### src/rtl/vga_scanout.sv
// VGA raster timing generator with frame-synchronous colour shadowing.
// Counters advance once per pixel tick; all video outputs are registered.
module vga_scanout #(
  parameter int N        = 32,
  parameter int PIX_DIV  = 4,
  parameter int H_ACTIVE = 640,
  parameter int H_FP     = 16,
  parameter int H_SYNC   = 96,
  parameter int H_BP     = 48,
  parameter int V_ACTIVE = 480,
  parameter int V_FP     = 10,
  parameter int V_SYNC   = 2,
  parameter int V_BP     = 33
) (
  input  logic         clock,
  input  logic         reset,
  input  logic [N-1:0] red,
  input  logic [N-1:0] green,
  input  logic [N-1:0] blue,
  output logic         hsync,
  output logic         vsync,
  output logic [3:0]   vga_r,
  output logic [3:0]   vga_g,
  output logic [3:0]   vga_b,
  output logic [9:0]   hcount,
  output logic [9:0]   vcount,
  output logic         active,
  output logic         frame_pulse,
  output logic [N-1:0] frame_count
);

  localparam int H_TOTAL = H_ACTIVE + H_FP + H_SYNC + H_BP;
  localparam int V_TOTAL = V_ACTIVE + V_FP + V_SYNC + V_BP;
  localparam int DW      = (PIX_DIV > 1) ? $clog2(PIX_DIV) : 1;

  localparam logic [DW-1:0] DIV_LAST = DW'(PIX_DIV - 1);
  localparam logic [9:0] H_LAST   = 10'(H_TOTAL - 1);
  localparam logic [9:0] V_LAST   = 10'(V_TOTAL - 1);
  localparam logic [9:0] H_VIS    = 10'(H_ACTIVE);
  localparam logic [9:0] V_VIS    = 10'(V_ACTIVE);
  localparam logic [9:0] V_VIS_LAST = 10'(V_ACTIVE - 1);
  localparam logic [9:0] HS_LO    = 10'(H_ACTIVE + H_FP);
  localparam logic [9:0] HS_HI    = 10'(H_ACTIVE + H_FP + H_SYNC - 1);
  localparam logic [9:0] VS_LO    = 10'(V_ACTIVE + V_FP);
  localparam logic [9:0] VS_HI    = 10'(V_ACTIVE + V_FP + V_SYNC - 1);

  logic [DW-1:0] div_q, div_d;
  logic [9:0]    h_q, h_d, v_q, v_d;
  logic [3:0]    sh_r_q, sh_r_d, sh_g_q, sh_g_d, sh_b_q, sh_b_d;
  logic [3:0]    r_q, r_d, g_q, g_d, b_q, b_d;
  logic          hs_q, hs_d, vs_q, vs_d, act_q, act_d;
  logic          fp_q, fp_d;
  logic [N-1:0]  fc_q, fc_d;
  logic          tick, h_wrap, load, vis;
  logic          unused_hi;

  assign unused_hi = ^{red[N-1:4], green[N-1:4], blue[N-1:4]};

  always_comb begin
    tick   = (div_q == DIV_LAST);
    h_wrap = (h_q == H_LAST);
    div_d  = tick ? '0 : div_q + DW'(1);
    h_d    = h_q;
    v_d    = v_q;
    if (tick) begin
      if (h_wrap) begin
        h_d = '0;
        v_d = (v_q == V_LAST) ? '0 : v_q + 10'd1;
      end else begin
        h_d = h_q + 10'd1;
      end
    end
    // Shadows load on the tick entering (0, V_ACTIVE): first blank line.
    load   = tick && h_wrap && (v_q == V_VIS_LAST);
    vis    = (h_q < H_VIS) && (v_q < V_VIS);
    hs_d   = !((h_q >= HS_LO) && (h_q <= HS_HI));
    vs_d   = !((v_q >= VS_LO) && (v_q <= VS_HI));
    act_d  = vis;
    r_d    = vis ? sh_r_q : 4'h0;
    g_d    = vis ? sh_g_q : 4'h0;
    b_d    = vis ? sh_b_q : 4'h0;
    sh_r_d = load ? red[3:0]   : sh_r_q;
    sh_g_d = load ? green[3:0] : sh_g_q;
    sh_b_d = load ? blue[3:0]  : sh_b_q;
    fp_d   = load;
    fc_d   = load ? fc_q + N'(1) : fc_q;
  end

  always_ff @(posedge clock or negedge reset) begin
    if (!reset) begin
      div_q  <= '0;
      h_q    <= '0;
      v_q    <= '0;
      sh_r_q <= '0;
      sh_g_q <= '0;
      sh_b_q <= '0;
      r_q    <= '0;
      g_q    <= '0;
      b_q    <= '0;
      hs_q   <= 1'b1;
      vs_q   <= 1'b1;
      act_q  <= 1'b0;
      fp_q   <= 1'b0;
      fc_q   <= '0;
    end else begin
      div_q  <= div_d;
      h_q    <= h_d;
      v_q    <= v_d;
      sh_r_q <= sh_r_d;
      sh_g_q <= sh_g_d;
      sh_b_q <= sh_b_d;
      r_q    <= r_d;
      g_q    <= g_d;
      b_q    <= b_d;
      hs_q   <= hs_d;
      vs_q   <= vs_d;
      act_q  <= act_d;
      fp_q   <= fp_d;
      fc_q   <= fc_d;
    end
  end

  assign hsync       = hs_q;
  assign vsync       = vs_q;
  assign vga_r       = r_q;
  assign vga_g       = g_q;
  assign vga_b       = b_q;
  assign hcount      = h_q;
  assign vcount      = v_q;
  assign active      = act_q;
  assign frame_pulse = fp_q;
  assign frame_count = fc_q;

endmodule

### config.mk
export PLATFORM = sky130hd
export DESIGN_NAME = vga_scanout
export DESIGN_NICKNAME = d
export VERILOG_FILES = /design/src/rtl/vga_scanout.sv
export SDC_FILE = /design/constraint.sdc
export NUM_CORES = 1
export LEC_CHECK = 0
export CAP_MARGIN = 15
export CORE_MARGIN = 1
export CORE_UTILIZATION = 53
export CTS_BUF_LIST = sky130_fd_sc_hd__clkbuf_16
export DETAILED_ROUTE_END_ITERATION = 10
export DONT_BUFFER_PORTS = 1
export PLACE_DENSITY = 0.71
export SLEW_MARGIN = 10
export SYNTH_ARGS = -nofsm -noshare
export SYNTH_HDL_FRONTEND = slang
export SYNTH_SLANG_ARGS = --single-unit
### constraint.sdc
create_clock -name clock -period 2.3 [get_ports clock]
set_clock_uncertainty 0.2 [all_clocks]
set_input_delay 0.345 -clock clock [delete_from_list [all_inputs] [get_ports clock]]
set_output_delay 0.345 -clock clock [all_outputs]
set_load 0.02 [all_outputs]
Word level (Yosys, flattened, before mapping) --
Cells that the tools add are included.
Word-level totals: register bits 82, input bits 98, word-level logic and storage cells 42
Operators by class: add/subtract/negate cells 4, magnitude comparators 6, eq/ne operators 4, mux-type cells 6, reductions and logical operators 8
Operator list (number):
- 32-bit by 1-bit adder with 32-bit output, second input constant | 1
- 10-bit by 1-bit adder with 10-bit output, second input constant | 2
- 10-bit == test, second input constant | 2
- 10-bit 2-to-1 mux | 2
- 4-bit 2-to-1 mux | 3
- 10-bit by 9-bit == test with 1-bit output, second input constant | 1
- 10-bit greater-or-equal comparator, second input constant | 1
- 10-bit by 9-bit greater-or-equal comparator with 1-bit output, second input constant | 1
- 10-bit less-or-equal comparator, second input constant | 1
- 10-bit by 9-bit less-or-equal comparator with 1-bit output, second input constant | 1
- 10-bit < comparator, second input constant | 1
- 10-bit by 9-bit < comparator with 1-bit output, second input constant | 1
- 1-bit logical AND | 5
- 2-bit by 1-bit adder with 2-bit output, second input constant | 1
- 2-bit == test, second input constant | 1
- 1-bit logical NOT | 2
- 2-bit 2-to-1 mux | 1
- 2-bit AND reduction | 1

Depth between registers and ports, before layout --
Gate-level depths: netlist of the first run.
depth in word-level cells 3, gate-level depth with buffers 9

Worst setup path after synthesis of the first run --
No wires, ideal clock.
kind register to register, start register v_q[1] (netlist: vcount[1]), end register fc_q[21] (netlist: frame_count[21]), setup time 0.080 ns, arrival 1.997 ns, data required time 2.020 ns, slack 0.024 ns, cell stages (with the launch flop) 7, period minus slack after synthesis 2.276 ns, path through dfrtp_1 -> ha_1 -> nand4_1 -> nor4_2 -> nand4_4 -> nor4_1 -> xor2_1
Between the ends: word-level cells in the longest chain between the ends 2
Ends and longest elaborated chain:
- start: declaration | line 48 | logic [9:0] h_q, h_d, v_q, v_d;
- start signal: assignment | line 108 | v_q <= v_d;
- 10-bit by 9-bit == test with 1-bit output | line 74 | load = tick && h_wrap && (v_q == V_VIS_LAST);
- 1-bit logical AND | line 74
- end signal: assignment | line 104 | fc_q <= '0;
- end signal: assignment | line 119 | fc_q <= fc_d;
- end: declaration | line 53 | logic [N-1:0] fc_q, fc_d;
Every way passes these cells. A chain may end at the register's enable or synchronous reset.

Final worst setup path of the first run --
start register h_q[5] (netlist: hcount[5]), end register fc_q[22] (netlist: frame_count[22])
Between the ends: word-level cells in the longest chain between the ends 3
Ends and longest elaborated chain:
- start: declaration | line 48
- start signal: assignment | line 92 | h_q <= '0;
- start signal: assignment | line 107 | h_q <= h_d;
- 10-bit == test | line 61 | h_wrap = (h_q == H_LAST);
- 1-bit logical AND (2 in a row) | line 74
Every way passes these cells.

==> results of run 1 <==
[what timing repair did]
item,CTS,global route
hold endpoints to repair,94,82
endpoints found under the setup margin,1,5
gates resized for setup,0,3
pin swaps,0,1
buffers inserted,3,1
gates cloned,0,0
[state kept, by name, indices dropped and copies added, names as in the netlist]
| name | count |
|---|---|
| sh_g_q | 4 |
| vga_g | 4 |
| frame_count | 32 |
| hsync | 1 |
| vcount | 10 |
| sh_r_q | 4 |
| hcount | 10 |
| frame_pulse | 1 |
| vsync | 1 |
| vga_r | 4 |
| vga_b | 4 |
| sh_b_q | 4 |
| div_q | 2 |
| active | 1 |
[routing by layer]
metal  global-route usage, %  wire [µm]  share of wire, %
met5                       0          0                 0
met4                    6.47         92               1.2
met3                    8.46        629               8.5
met2                    35.5       3510                47
met1                    27.8       3190                43
[cell families (layout without fill, tap and decap cells)]
group,after synthesis,after routing,synth area share [%]
buffers and inverters,24,90,2.79
XOR/XNOR,40,40,9.63
adder cells (fa/ha/maj),6,6,2.06
AND/OR/NAND/NOR,177,177,25.8
flip-flops,82,82,56.5
AO/OA/AOI/OAI,21,21,3.27
[layout by cell type, fill, tap and decap left out, types with 3 or more instances in the layout]
master / n
xor2_1: 20
nor2_1: 21
nor4_1: 4
dlygate4sd3_1: 12
and3_1: 3
dfrtp_1: 80
nand3_1: 19
ha_1: 6
o21ai_0: 13
clkbuf_16: 9
inv_1: 14
nor3_1: 18
nand2_1: 71
bufinv_16: 3
nand4_1: 10
xnor2_1: 20
and4_1: 3
and2_1: 13
buf_4: 47
[worst reg2reg max path: stages (launching register included)]
cell and delay, ns:
dfrtp_1 0.41, nor4b_4 0.33, nor3b_4 0.34, buf_4 0.18, and4_1 0.27, nand4_1 0.13, xnor2_1 0.16
[final timing paths]
kind | slack (ns) | cells after the start | end
min in group clock | 0.23 | 1 | div_q[0]$_DFF_PN0_
min | -0.50 | 0 | vcount[2]$_DFFE_PN0P_
min reg2reg | 0.23 | 1 | div_q[0]$_DFF_PN0_
max in group asynchronous | 2.23 | 0 | vsync$_DFF_PN1_
max | 0.15 | 6 | frame_count[22]$_DFFE_PN0P_
max reg2reg | 0.15 | 6 | frame_count[22]$_DFFE_PN0P_
[layout make-up]
type,instances,area (µm²)
clock buffers,9,225
clock inverters,7,118
fillers,489,1970
inverters,15,56.3
multi-input cells,244,1500
flip-flops and latches,82,2050
well taps,77,96.3
repair buffers,59,473
[power by group through the flow]
stage / clock network [mW] / logic (mW) / registers (mW)
2_1_floorplan: 0 / 0.000232 / 1.47
3_3_place_gp: 0 / 0.000232 / 1.47
3_5_place_dp: 0 / 0.000232 / 1.47
4_1_cts: 1.65 / 0.0162 / 1.44
5_1_grt: 1.70 / 0.0175 / 1.44
6_report: 1.62 / 0.0167 / 1.44
[metrics by stage]
stage,hold WS (ns),std cells
3_5_place_dp,-0.149,461
2_1_floorplan,-0.151,350
4_1_cts,-0.503,492
3_3_place_gp,-0.149,461
5_1_grt,-0.510,493
6_report,-0.496,493
==> metrics.cfg, run 1 <==
[global_route]
grt_max_degree=83
grt_pass1_wl_mm=12.2
grt.total_usage_pct=22.0
grt_pass1_vias=2566
grt_overflow=0
antenna_found_initial=0

[synth]
synth_top_area_share_pct=55.0
yosysMostFrequentCell=dfrtp_1
syn_nets=454
yosys-top-cells-count=dfrtp_1, nand2_1, nor2_1
synth_cells=350
ys_seq_area_share_pct=56.5
synth_top_area_cell=dfrtp_1
synth_edf_count=0
syn_area_per_cell_um2=10.4
synth_area_leaders=dfrtp_1, nand2_1, xnor2_1, xor2_1, nor3_1
async_reset_ff_share_pct=100
synth_area_um2=3640
synth_flop_cell=dfrtp_1
synthDistinctLibCells=36
synth_warnings=0
synth_seq_cells=82

[final_layout]
final_area_um2=4520
drive_gt1_share_pct=18.5
area_delta_synth_final_pct=24.4
post-route-util_pct=69.6
fin_nets=515
antennaDiodeCount=0

[route]
num_vias=2682
wl_per_cell_um=15.1
routed_wl_mm=7.42
vias_per_cell=5.44
dr.first_iter.drc_count=136
ant_nets=0
drc=7
first_pass_iters=7

[outcome]
violations=design-rule violations, negative hold slack
outcome=complete, but fails checks

[floorplanning]
initial_core_util_pct=56.0
die_area_um2=7200
ios=166
fp.dieH_um=84.8
die_width_um=84.8
rows=29
design.core.area_um2=6490

[critical_path]
cp-start-kind=flop
critPathSlowestCell=dfrtp_1
worstSetupPathType=flop to flop
arrival_ns=2.16
endpoint_kind=flop
cp_max_fo=4
cpLargestDelayFamily=simple AND/OR/NAND/NOR gates
critPathLaunch=hcount[5]$_DFFE_PN0P_
worstPathCellList=nor4b_4 -> nor3b_4 -> buf_4 -> and4_1 -> nand4_1 -> xnor2_1
r2r_start=hcount[5]$_DFFE_PN0P_
cp_num_buf_inv=1
critPathRequiredTime_ns=2.30
slowest_delay_ns=0.41

[place]
placed_area_um2=4010
hpwl_mm=5.14
port_buffers=0
dp_slack_ns=0.00407
globalplace.congestion=0.812

[power]
clkPwrFrac_pct=52.6
p_sw_mw=0.563
p_sw_share_pct=18.3
cellInternalPower_mw=2.51
powerDensity_nw_per_um2=680
pwr-share-seq_pct=46.9
power_mw=3.08
p_leak_nw=2.10
ir_drop_mv=0.540
power.share.combinational_pct=0.5

[cts]
cts_max_level=3
path_clk_slew_ns=0.06
root_buffer=clkbuf_16
clk_path_buf_depth=2
cts_tree=built
clock_sinks=82
hold_buffers=12
cts_buffers=9
insertion_delay_ns=0.33

[sta]
finalHoldViolCount=82
drv_slew=0
grt_setup_unrepaired=no
setup_viol=0
setup_tns_ns=0
timing.final.ws_setup_ns=0.145
timing.hold.ws_ns=-0.496
finalCritPeriodShare_pct=93.7
relSlewSlack_pct=72.9
fmax_mhz=464
worstMarginPinSlew_ns=0.403
min_period_ns=2.15

[flow_run]
maxCapViolCount=0

[worst_hold_path]
hp-class=input pin to asynchronous set/reset pin

Power figures use the tool's default switching activity.
==> run 2, diff against run 1 <==
--- a/config.mk
+++ b/config.mk
@@ -6,7 +6,7 @@
 export NUM_CORES = 1
 export LEC_CHECK = 0
 export CAP_MARGIN = 15
-export CORE_MARGIN = 1
+export CORE_MARGIN = 2
 export CORE_UTILIZATION = 53
 export CTS_BUF_LIST = sky130_fd_sc_hd__clkbuf_16
 export DETAILED_ROUTE_END_ITERATION = 10
==> metrics.cfg, run 2 (synthesis gave the netlist of run 1 again) <==
[outcome]
outcome=complete, but fails checks
violations=negative hold slack

[route]
wl_per_cell_um=15.1  ; +0.39%
dr.first_iter.drc_count=105  ; -23%
routed_wl_mm=7.47  ; +0.59%
ant_nets=0  ; unchanged
num_vias=2655  ; -1.0%
first_pass_iters=4  ; -3
vias_per_cell=5.37  ; -1.2%
drc=0  ; -7

[global_route]
met3_usage_pct=8.76  ; +0.30 points
grt_pass1_vias=2606  ; +1.6%
grt_overflow=0  ; unchanged
antenna_found_initial=0  ; unchanged
grt.total_usage_pct=20.8  ; -1.2 points
use_met2_pct=32.1  ; -3.3 points
grt_max_degree=83  ; unchanged
grt-busiest-layer=met2
grt_use_met1_pct=26.9  ; -0.91 points
grt_pass1_wl_mm=12.2  ; +0.23%

[final_layout]
final_common_cell=dfrtp_1
post-route-util_pct=66.2  ; -3.4 points
layout_common_cells=dfrtp_1, nand2_1, buf_4
antennaDiodeCount=0  ; unchanged
seq_area_um2=2050  ; unchanged
area_delta_synth_final_pct=22.4
fin_nets=514  ; -0.19%
instances_no_fill=494  ; +0.20%
multiInputGateArea_um2=1500  ; about the same
drive_gt1_share_pct=18.4  ; -0.15 points
largest_reg_flops=32  ; unchanged
final.fill_count=518  ; +5.9%

[sta]
fmax_mhz=461  ; -0.75%
min_period_ns=2.17  ; +0.0164 ns
finalHoldViolCount=82  ; unchanged
relSlewSlack_pct=76.2  ; +3.3 points
setup_tns_ns=0  ; unchanged
worstMarginPinSlew_ns=0.354  ; -0.0488 ns
grt_setup_unrepaired=no
timing.hold.ws_ns=-0.488  ; +0.00787 ns
drv_slew=0  ; unchanged
setup_viol=0  ; unchanged
finalCritPeriodShare_pct=94.4  ; +0.71 points
timing.final.ws_setup_ns=0.129  ; -0.0164 ns

[place]
dp_slack_ns=-0.0700  ; -0.0741 ns
port_buffers=0  ; unchanged
globalplace.congestion=0.809  ; -0.34%
hpwl_mm=5.14  ; +0.15%
placed_cells=466  ; +1.1%

[power]
ir_drop_mv=0.577  ; +6.7%
p_sw_mw=0.544  ; -3.2%
pwr-share-seq_pct=53.1  ; +6.2 points
powerDensity_nw_per_um2=611  ; -10%
cellInternalPower_mw=2.17  ; -14%
p_sw_share_pct=20.0  ; +1.8 points
power.share.combinational_pct=0.6  ; about the same
p_leak_nw=2.06  ; -1.7%
clkPwrFrac_pct=46.3  ; -6.3 points

[worst_hold_path]
hp-class=input pin to asynchronous set/reset pin

[cts]
cts_max_level=3  ; unchanged
root_buffer=clkbuf_16
path_clk_slew_ns=0.06  ; about the same
cts_tree=built
clock_sinks=82  ; unchanged
clk_path_buf_depth=2  ; unchanged
cts_buffers=9  ; unchanged
insertion_delay_ns=0.33  ; about the same
hold_buffers=12  ; unchanged

[critical_path]
cp-start-kind=flop
r2r_cells=6  ; unchanged
endpoint_kind=flop
worstSetupPathType=flop to flop
r2r_start=hcount[6]$_DFFE_PN0P_
cp_max_fo=8  ; +4
worstReg2RegEnd=frame_count[30]$_DFFE_PN0P_
r2r_slack_ns=0.13  ; -0.02 ns
arrival_ns=2.22  ; +0.06 ns
critPathRequiredTime_ns=2.34  ; +0.04 ns

[floorplanning]
design.core.area_um2=6720  ; +3.4%
die_width_um=86.8  ; +2.4%
rows=30  ; +3.4%
die_area_um2=7540  ; +4.8%
ios=166  ; unchanged
initial_core_util_pct=54.1  ; -1.9 points
fp.dieH_um=86.8  ; +2.4%

[flow_run]
maxCapViolCount=0  ; unchanged

[run 2: stage by stage]
step	area, µm²	total power, mW
floorplan	3640	1.47
global placement	4030	1.47
detailed placement	4030	1.47
CTS	4430	2.74
global route	4450	2.80
finish	4450	2.72
[run 2: cell type report]
type                            instances  share of cell area, %
Clock inverter                          6                  0.787
Sequential cell                        82                   46.2
Multi-Input combinational cell        244                   33.7
Tap cell                               80                   2.25
Clock buffer                            9                   5.06
Timing Repair Buffer                   58                   10.7
Inverter                               15                   1.27
[run 2: power groups by stage]
stage	logic (mW)	registers [mW]	clock network [mW]
after floorplan	0.000232	1.47	0
after global placement	0.000232	1.47	0
after detailed placement	0.000232	1.47	0
after CTS	0.0165	1.44	1.28
after global routing	0.0176	1.44	1.35
final	0.0167	1.44	1.26
[run 2: how the worst max path moves through the flow]
stage	slack, ns	start	to
5_1_grt	0.01	hcount[1]$_DFFE_PN0P_	frame_count[31]$_DFFE_PN0P_
3_5_place_dp	-0.07	hcount[6]$_DFFE_PN0P_	frame_count[21]$_DFFE_PN0P_
2_1_floorplan	0.02	vcount[1]$_DFFE_PN0P_	frame_count[21]$_DFFE_PN0P_
4_1_cts	0.09	vcount[1]$_DFFE_PN0P_	frame_count[21]$_DFFE_PN0P_
3_3_place_gp	0.06	hcount[6]$_DFFE_PN0P_	frame_count[30]$_DFFE_PN0P_
6_report	0.13	hcount[6]$_DFFE_PN0P_	frame_count[30]$_DFFE_PN0P_
[run 2: what timing repair did]
action | in CTS | in global routing
endpoints found under the setup margin | 2 | 2
resized for setup | 0 | 3
endpoints found under the hold margin | 94 | 82
buffers inserted | 1 | 0
[run 2: metal layers]
metal | share of wire [%] | up-vias
li1 | - | 1297
met4 | 0.94 | 0
met3 | 9.5 | 4
met2 | 46 | 92
met1 | 43 | 1262
met5 | 0 | -
[run 2: worst max-delay path: stages (launching register included)]
cell	delay (ns)
dfrtp_1	0.41
nor4b_4	0.37
nor3b_4	0.28
buf_12	0.15
nand4_4	0.17
nor4_4	0.30
xor2_1	0.19
